==> src/rtl/sram_port_arbiter.sv <==
// Two-requester round-robin arbiter for the 64-bit calculator memory: independent
// write-port and read-port FSMs with bounded locks and read/write collision blocking.

module sram_port_arbiter_fsm #(
    parameter int unsigned MAX_LOCK = 16
) (
    input  logic       clk_i,
    input  logic       rst_ni,
    input  logic [1:0] req_i,
    input  logic [1:0] lock_i,
    input  logic       hold_i,
    output logic [1:0] gnt_o
);
    localparam int unsigned CNT_W = (MAX_LOCK > 2) ? $clog2(MAX_LOCK) : 1;
    localparam logic [CNT_W-1:0] CNT_LAST = CNT_W'(MAX_LOCK - 1);

    typedef enum logic [1:0] {
        IDLE,
        LOCK0,
        LOCK1
    } state_t;

    state_t           state_q, state_d;
    logic [CNT_W-1:0] cnt_q, cnt_d;
    logic             last_q, last_d;
    logic             owner;

    always_ff @(posedge clk_i or negedge rst_ni) begin
        if (!rst_ni) begin
            state_q <= IDLE;
            cnt_q   <= '0;
            last_q  <= 1'b1;
        end else begin
            state_q <= state_d;
            cnt_q   <= cnt_d;
            last_q  <= last_d;
        end
    end

    // Grants never depend on hold_i, which is derived from them at the top level.
    always_comb begin
        gnt_o = '0;
        unique case (state_q)
            IDLE:    gnt_o = (req_i == 2'b11) ? (last_q ? 2'b01 : 2'b10) : req_i;
            LOCK0:   gnt_o = {1'b0, req_i[0]};
            LOCK1:   gnt_o = {req_i[1], 1'b0};
            default: gnt_o = '0;
        endcase
        if (!rst_ni) begin
            gnt_o = '0;
        end
    end

    assign owner = (state_q == LOCK1);

    always_comb begin
        state_d = state_q;
        cnt_d   = cnt_q;
        last_d  = last_q;
        if (!hold_i) begin
            unique case (state_q)
                IDLE: begin
                    if (gnt_o != '0) begin
                        last_d = gnt_o[1];
                        if (lock_i[gnt_o[1]]) begin
                            state_d = gnt_o[1] ? LOCK1 : LOCK0;
                            cnt_d   = CNT_W'(1);
                        end
                    end
                end
                LOCK0, LOCK1: begin
                    if (!lock_i[owner] || cnt_q == CNT_LAST) begin
                        state_d = IDLE;
                    end else begin
                        cnt_d = cnt_q + 1'b1;
                    end
                end
                default: state_d = IDLE;
            endcase
        end
    end
endmodule

module sram_port_arbiter #(
    parameter int unsigned ADDR_W   = 9,
    parameter int unsigned DATA_W   = 64,
    parameter int unsigned MAX_LOCK = 16
) (
    input  logic              clk_i,
    input  logic              rst_ni,
    input  logic [1:0]        wr_req_i,
    input  logic [1:0]        wr_lock_i,
    input  logic [ADDR_W-1:0] wr_addr_i [2],
    input  logic [DATA_W-1:0] wr_data_i [2],
    output logic [1:0]        wr_gnt_o,
    input  logic [1:0]        rd_req_i,
    input  logic [1:0]        rd_lock_i,
    input  logic [ADDR_W-1:0] rd_addr_i [2],
    output logic [1:0]        rd_gnt_o,
    output logic [1:0]        rd_valid_o,
    output logic [DATA_W-1:0] rd_data_o,
    output logic              mem_write_o,
    output logic [ADDR_W-1:0] mem_w_addr_o,
    output logic [DATA_W-1:0] mem_w_data_o,
    output logic              mem_read_o,
    output logic [ADDR_W-1:0] mem_r_addr_o,
    input  logic [DATA_W-1:0] mem_r_data_i
);
    logic [1:0]        rd_cand;
    logic [ADDR_W-1:0] rd_cand_addr;
    logic              collide;
    logic              rd_pend;
    logic              rd_tag;

    sram_port_arbiter_fsm #(.MAX_LOCK(MAX_LOCK)) u_wr_fsm (
        .clk_i  (clk_i),
        .rst_ni (rst_ni),
        .req_i  (wr_req_i),
        .lock_i (wr_lock_i),
        .hold_i (1'b0),
        .gnt_o  (wr_gnt_o)
    );

    sram_port_arbiter_fsm #(.MAX_LOCK(MAX_LOCK)) u_rd_fsm (
        .clk_i  (clk_i),
        .rst_ni (rst_ni),
        .req_i  (rd_req_i),
        .lock_i (rd_lock_i),
        .hold_i (collide),
        .gnt_o  (rd_cand)
    );

    always_comb begin
        mem_w_addr_o = '0;
        mem_w_data_o = '0;
        if (wr_gnt_o[0]) begin
            mem_w_addr_o = wr_addr_i[0];
            mem_w_data_o = wr_data_i[0];
        end else if (wr_gnt_o[1]) begin
            mem_w_addr_o = wr_addr_i[1];
            mem_w_data_o = wr_data_i[1];
        end
    end

    always_comb begin
        rd_cand_addr = '0;
        if (rd_cand[0]) begin
            rd_cand_addr = rd_addr_i[0];
        end else if (rd_cand[1]) begin
            rd_cand_addr = rd_addr_i[1];
        end
    end

    // Same-address read and write in one cycle: the write wins, the read retries.
    assign collide      = (|wr_gnt_o) && (|rd_cand) && (mem_w_addr_o == rd_cand_addr);
    assign rd_gnt_o     = collide ? 2'b00 : rd_cand;
    assign mem_write_o  = |wr_gnt_o;
    assign mem_read_o   = |rd_gnt_o;
    assign mem_r_addr_o = collide ? '0 : rd_cand_addr;

    always_ff @(posedge clk_i or negedge rst_ni) begin
        if (!rst_ni) begin
            rd_pend <= 1'b0;
            rd_tag  <= 1'b0;
        end else begin
            rd_pend <= |rd_gnt_o;
            if (|rd_gnt_o) begin
                rd_tag <= rd_gnt_o[1];
            end
        end
    end

    assign rd_valid_o = rd_pend ? (rd_tag ? 2'b10 : 2'b01) : 2'b00;
    assign rd_data_o  = mem_r_data_i;
endmodule

==> config.mk <==
export PLATFORM = sky130hd
export DESIGN_NAME = sram_port_arbiter
export DESIGN_NICKNAME = d
export VERILOG_FILES = /design/src/rtl/sram_port_arbiter.sv
export SDC_FILE = /design/constraint.sdc
export NUM_CORES = 1
export LEC_CHECK = 0
export ABC_AREA = 1
export CORE_AREA = 10 10 144 146
export DETAILED_ROUTE_END_ITERATION = 8
export DIE_AREA = 0 0 154 156
export PLACE_DENSITY = 0.59
export SETUP_SLACK_MARGIN = 0.05
export SLEW_MARGIN = 20
export SYNTH_ARGS = -nofsm -noshare
export SYNTH_HDL_FRONTEND = slang
export SYNTH_SLANG_ARGS = --single-unit
==> constraint.sdc <==
create_clock -name clk_i -period 4 [get_ports clk_i]
set_input_delay 0.8 -clock clk_i [delete_from_list [all_inputs] [get_ports clk_i]]
set_output_delay 0.8 -clock clk_i [all_outputs]
set_load 0.01 [all_outputs]
# ---- After elaboration in Yosys (flattened, before gate mapping)
# Index checks and enable logic that the tools add are counted.
dict set report word_totals {
  elab_cells 99
  regBits 16
  in_bits 238
}
dict set report classes {
  n_mux 44
  n_bitwise 1
  magnitude_cmp 4
  n_reduce_logical 23
  n_addsub 2
  eq_ne 17
}
# operator n
set op_table {}
lappend op_table {{64-bit 2-to-1 mux} 2}
lappend op_table {{9-bit 2-to-1 mux} 5}
lappend op_table {{2-bit 2-to-1 mux} 17}
lappend op_table {{4-bit 2-to-1 mux} 6}
lappend op_table {{4-bit case mux with 2 select lines} 2}
lappend op_table {{2-bit by 1-bit inequality test with 1-bit output, second input constant} 6}
lappend op_table {{2-bit case mux with 3 select lines} 2}
lappend op_table {{2-bit OR reduction} 5}
lappend op_table {{9-bit == test} 1}
lappend op_table {{4-bit by 1-bit adder with 4-bit output, second input constant} 2}
lappend op_table {{2-bit == test, second input constant} 4}
lappend op_table {{4-bit == test, second input constant} 2}
lappend op_table {{1-bit by 2-bit less-than comparator with 1-bit output, second input constant} 4}
lappend op_table {{1-bit 2-to-1 mux} 8}
lappend op_table {{2-bit case mux with 2 select lines} 2}
lappend op_table {{4-bit AND reduction} 2}
lappend op_table {{2-bit nonzero test} 4}
lappend op_table {{3-bit AND reduction} 2}
lappend op_table {{5-bit AND reduction} 1}
lappend op_table {{2-bit by 1-bit == test with 1-bit output, second input constant} 2}
lappend op_table {{2-bit logical NOT} 2}
lappend op_table {{2-bit inequality test, second input constant} 2}
lappend op_table {{1-bit logical AND} 2}
lappend op_table {{1-bit logical NOT} 2}
lappend op_table {{other kinds (3)} 4}

# ---- Depth between registers and ports, before layout
dict set report depth {
  ltp_word 10
  ltp_mapped 18
  ltp_nobuf 17
}

# ---- Modules after synthesis
# Synthesis repeated with hierarchy kept, for this count alone.
dict set report unflattened {
  cells_unflattened 634
  hier_area_um2 3413.3
}
# mod cells_each area_per_inst_um2 n_inst seq_area_each_um2
set by_module_without_submodules {}
lappend by_module_without_submodules {sram_port_arbiter 468 2277.2 1 50.0}
lappend by_module_without_submodules {sram_port_arbiter_fsm 83 568.0 2 176.4}

# ---- Worst setup path before layout
# No wires, ideal clock.
dict set report synth_path {
  path_kind {input to output}
  startpoint {in wr_req_i[0]}
  endpoint {out mem_r_addr_o[0]}
  path_buffers 1
  stages 15
  arrival_time_ps 2140
  required_ps 3200
  path_slack_ps 1060
  path_cell_list {nand2_1 > nand2_1 > nand2_1 > nand2_2 > inv_2 > nand3_1 > nand2_1 > nand2_1 > nand2_1 > nand2_2 > nor2_4 > inv_2 > nor2_4 > buf_6 > nor2_2}
}
dict set report synth_between {
  elab_chain_len 9
}
# element line_no
set synth_rtl {}
lappend synth_rtl {{start, declared} 91} ;# input logic [1:0] wr_req_i,
lappend synth_rtl {{2-bit == test} 44} ;# IDLE: gnt_o = (req_i == 2'b11) ? (last_q ? 2'b01 : 2'b10) : req_i;
lappend synth_rtl {{2-bit 2-to-1 mux} 44}
lappend synth_rtl {{2-bit case mux with 3 select lines (*)} 43} ;# unique case (state_q)
lappend synth_rtl {{2-bit 2-to-1 mux (*)} 49} ;# if (!rst_ni) begin
lappend synth_rtl {{9-bit 2-to-1 mux} 139} ;# end else if (wr_gnt_o[1]) begin
lappend synth_rtl {{9-bit 2-to-1 mux (*)} 136} ;# if (wr_gnt_o[0]) begin
lappend synth_rtl {{net mem_w_addr_o[4]} 103} ;# output logic [ADDR_W-1:0] mem_w_addr_o,
lappend synth_rtl {{9-bit == test (*)} 155} ;# assign collide = (|wr_gnt_o) && (|rd_cand) && (mem_w_addr_o == rd_cand_addr);
lappend synth_rtl {{1-bit logical AND (*)} 155}
lappend synth_rtl {{9-bit 2-to-1 mux (*)} 159} ;# assign mem_r_addr_o = collide ? '0 : rd_cand_addr;
lappend synth_rtl {{end, declared} 106} ;# output logic [ADDR_W-1:0] mem_r_addr_o,
# The timed path passes the listed nets; every way through them passes the cells marked *.

# ---- Worst setup path in the final report
dict set report layout_path {
  startpoint {in rst_ni}
  endpoint {out mem_r_addr_o[2]}
}
dict set report layout_between {
  elab_chain_len 6
}
# element line_no
set layout_rtl {}
lappend layout_rtl {{start, declared} 90} ;# input logic rst_ni,
lappend layout_rtl {{2-bit 2-to-1 mux} 49}
lappend layout_rtl {{9-bit 2-to-1 mux (on tied branches)} {139, 149}}
lappend layout_rtl {{9-bit 2-to-1 mux (on tied branches)} {136, 147}}
lappend layout_rtl {{9-bit == test} 155}
lappend layout_rtl {{1-bit logical AND} 155}
lappend layout_rtl {{9-bit 2-to-1 mux (*)} 159}
# Mark *: on every way between the ends. The rest lies on a longest branch, timed or not.

==> run_results.csv <==
group,metric,value,unit
route,postRouteAntennaNets,0,
setup_path,crit_path_end_kind,"primary output",
setup_path,crit_type,"in2out",
logic_synthesis,synth_seq_cells,16,
hold_path,min_path_cells,2,
die,die_h,156,um
clock_tree,clock_latency,250,ps
route,first_iter_violations,159,
die,dieWidth,154,um
layout,stdcell_area,0.00626,mm2
layout,finalCoreUtilization,0.351,
timing,worst_hold_slack,482,ps
global_route,grt_start_max_net_pins,57,
timing,setup_viol,0,
setup_path,critPathRequiredTime,3200,ps
clock_tree,root_buffer,"clkbuf_16",
logic_synthesis,syn_nets,832,
clock_tree,clock_sinks,16,
hold_path,min_from,"u_rd_fsm.last_q$_DFFE_PN1P_",
clock_tree,cts_tree,"done",
timing,finalHoldViolCount,0,
route,topRoutingLayerUsed,"met4",
logic_synthesis,yosys_warnings,0,
setup_path,worstReg2RegStart,"u_rd_fsm.state_q[0]$_DFFE_PN0P_",
layout,drive_gt1_frac,0.149,
clock_tree,clk_pin_slew,50,ps
global_route,grt_overflow,0,
route,drt-total-wl,18500,um
die,rows,49,
timing,fin_skew,1.38,ps
timing,slew_headroom,0.594,
job,maxCapViolCount,0,
setup_path,crit_fanout,4,
logic_synthesis,synth_cell_types,31,
logic_synthesis,synth-async-reset-ratio,1.00,
route,dr_wl_met3,1880,um
die,start_util,0.185,
outcome,status,"complete, no violations",
setup_path,reg2reg_depth,13,
setup_path,cp.arrival,3040,ps
setup_path,r2r_slack,1560,ps
timing,fin_crit,3840,ps
timing,worstMarginPinSlew,609,ps
global_route,grt_antenna_before_repair,1,
place,pre_cts_ws,-131,ps
route,first_pass_iters,6,
place,dp_hpwl,15700,um
setup_path,cp-start-kind,"input pin",
layout,multi_input_area,0.00217,mm2
logic_synthesis,synthFlopType,"dfrtp_1",
route,routedWlPerCell,17.6,um
layout,num-fill-cells,1926,
layout,final_cells,1053,
die,dieArea,0.0240,mm2
timing,fmax,260,MHz
layout,final_cell_mix,"250 x clkdlybuf4s50_1, 224 x nand2_1, 92 x nand3_1, 50 x buf_4, 45 x inv_1",
timing,setup_ws,158,ps
global_route,grt_pass1_vias,4410,
setup_path,cp_slowest_stage_delay,470,ps
pwr,power.density,443,mW/mm2
place,numPlacedInstances,1038,
die,core_area,0.0178,mm2
logic_synthesis,netlist_instances,584,
hold_path,worst_hold_path.endpoint,"u_rd_fsm.last_q$_DFFE_PN1P_",
clock_tree,postCtsHoldBufs,0,
setup_path,cp_slowest_cell,"clkdlybuf4s50_1",
timing,final_max_slew_viol_count,0,
setup_path,regToRegEndpoint,"u_rd_fsm.cnt_q[0]$_DFFE_PN0P_",
route,wl_met2,9000,um
place,io_buffers,263,
pwr,leakage,3.02,nW
route,drc,0,
layout,area_delta_synth_final,90.2,%
setup_path,path_cells,"clkdlybuf4s50_1 > buf_6 > nand2_8 > nor2_8 > clkbuf_16 > nand3b_1 > nand2_2 > nand3_1 > nand2_1 > nand2_2 > nor2_4 > inv_2 > nor2_4 > buf_6 > buf_4 > nor2_2 > clkdlybuf4s15_1",
route,drt-met1-wl,7210,um
global_route,grt_usage,0.139,
clock_tree,h-tree-depth,1,
clock_tree,numCtsBuffers,3,
layout,seq_area,403,um2
logic_synthesis,syn-cell-area,0.00329,mm2
layout,final_common_cell,"clkdlybuf4s50_1",
logic_synthesis,synth-edff-count,0,
route,num_vias,4442,
timing,rsz0062_at_grt,"yes",
die,io_pins,392,
pwr,ir_drop,0.000226,V
logic_synthesis,syn_area_per_cell,5.64,um2
global_route,grt_pass1_wl,26700,um
route,via_per_inst,4.22,
hold_path,hold_class,"reg2reg",
place,place_area,0.00603,mm2
layout,nets,1073,
place,gp_congestion,0.819,
logic_synthesis,yosysSeqAreaShare,0.122,
clock_tree,cts.path.max_buffers,2,
timing,finalCritPeriodShare,0.961,
[metrics by stage]
stage	TNS, ps	power, mW
after global routing	0	3.03
final	0	2.77
after detailed placement	-1380	2.55
after floorplan	0	1.49
after global placement	-1290	2.55
after CTS	-41.9	2.74
[synthesized netlist by cell type, types with 3 or more instances]
cell	n	area, um2
dfrtp_1	14	350
inv_2	3	11.3
nand2_1	228	856
inv_1	45	169
buf_6	3	33.8
nor2_4	5	56.3
nor2_2	12	75.1
buf_4	64	480
buf_1	11	41.3
o21ai_0	10	50.1
nand3_1	92	460
a21oi_1	6	30.0
clkbuf_1	10	37.5
ha_1	10	125
o21ai_2	3	26.3
nand3b_1	14	105
nor2_1	14	52.6
nand4_1	8	50.1
nand2_2	14	87.6
[how the worst max path moves through the flow]
stage | cells after the start | start | end
2_1_floorplan | 15 | wr_req_i[0] | mem_r_addr_o[0]
6_report | 17 | rst_ni | mem_r_addr_o[2]
3_5_place_dp | 16 | rst_ni | mem_r_addr_o[2]
4_1_cts | 17 | rst_ni | mem_r_addr_o[2]
3_3_place_gp | 16 | rst_ni | mem_r_addr_o[2]
5_1_grt | 17 | rst_ni | mem_r_addr_o[2]
[logic make-up (layout without fill, tap and decap cells)]
group           count (synthesis)  in the layout  share of synthesized area
buf+inv                       138            376                      0.237
flops                          16             16                      0.122
other cells                     0              1                          0
fa+ha+maj                      10             10                     0.0380
simple gates                  397            398                      0.561
compound gates                 23             23                     0.0418
[per-layer routing]
layer,up-vias,global-route usage
met5,-,0
met4,0,0.0396
met3,50,0.0494
met2,202,0.240
met1,1923,0.159
li1,2267,-
[report_power, final]
group	leakage (nW)	internal [mW]	switching, mW
registers	0.200	0.237	0.0563
logic	2.78	1.07	1.21
clock network	0.0370	0.131	0.0637
[state kept, by name, summed over array words and instances, names as in the netlist]
| signal | cells |
|---|---|
| u_rd_fsm.state_q | 2 |
| u_rd_fsm.cnt_q | 4 |
| u_wr_fsm.state_q | 2 |
| rd_pend | 1 |
| u_wr_fsm.cnt_q | 4 |
| u_rd_fsm.last_q | 1 |
| u_wr_fsm.last_q | 1 |
| rd_tag | 1 |
[cell type report]
cell class / count / area share
antenna: 1 / 0.000399
clock buffer: 3 / 0.0120
inverter: 50 / 0.0308
multi-input combinational: 431 / 0.346
sequential: 16 / 0.0643
tap: 229 / 0.0457
timing repair buffer: 323 / 0.500
[worst max-delay path: cells and delay by family]
family	cells	cell delay, ps
simple gates	10	950
buf+inv	7	1290
[timing repair]
action	in CTS	in global routing
pin swaps	3	14
buffers inserted	1	8
setup endpoints to repair	12	55
cloned	1	1
resized for setup	17	30
(Power assumes the default switching activity.)
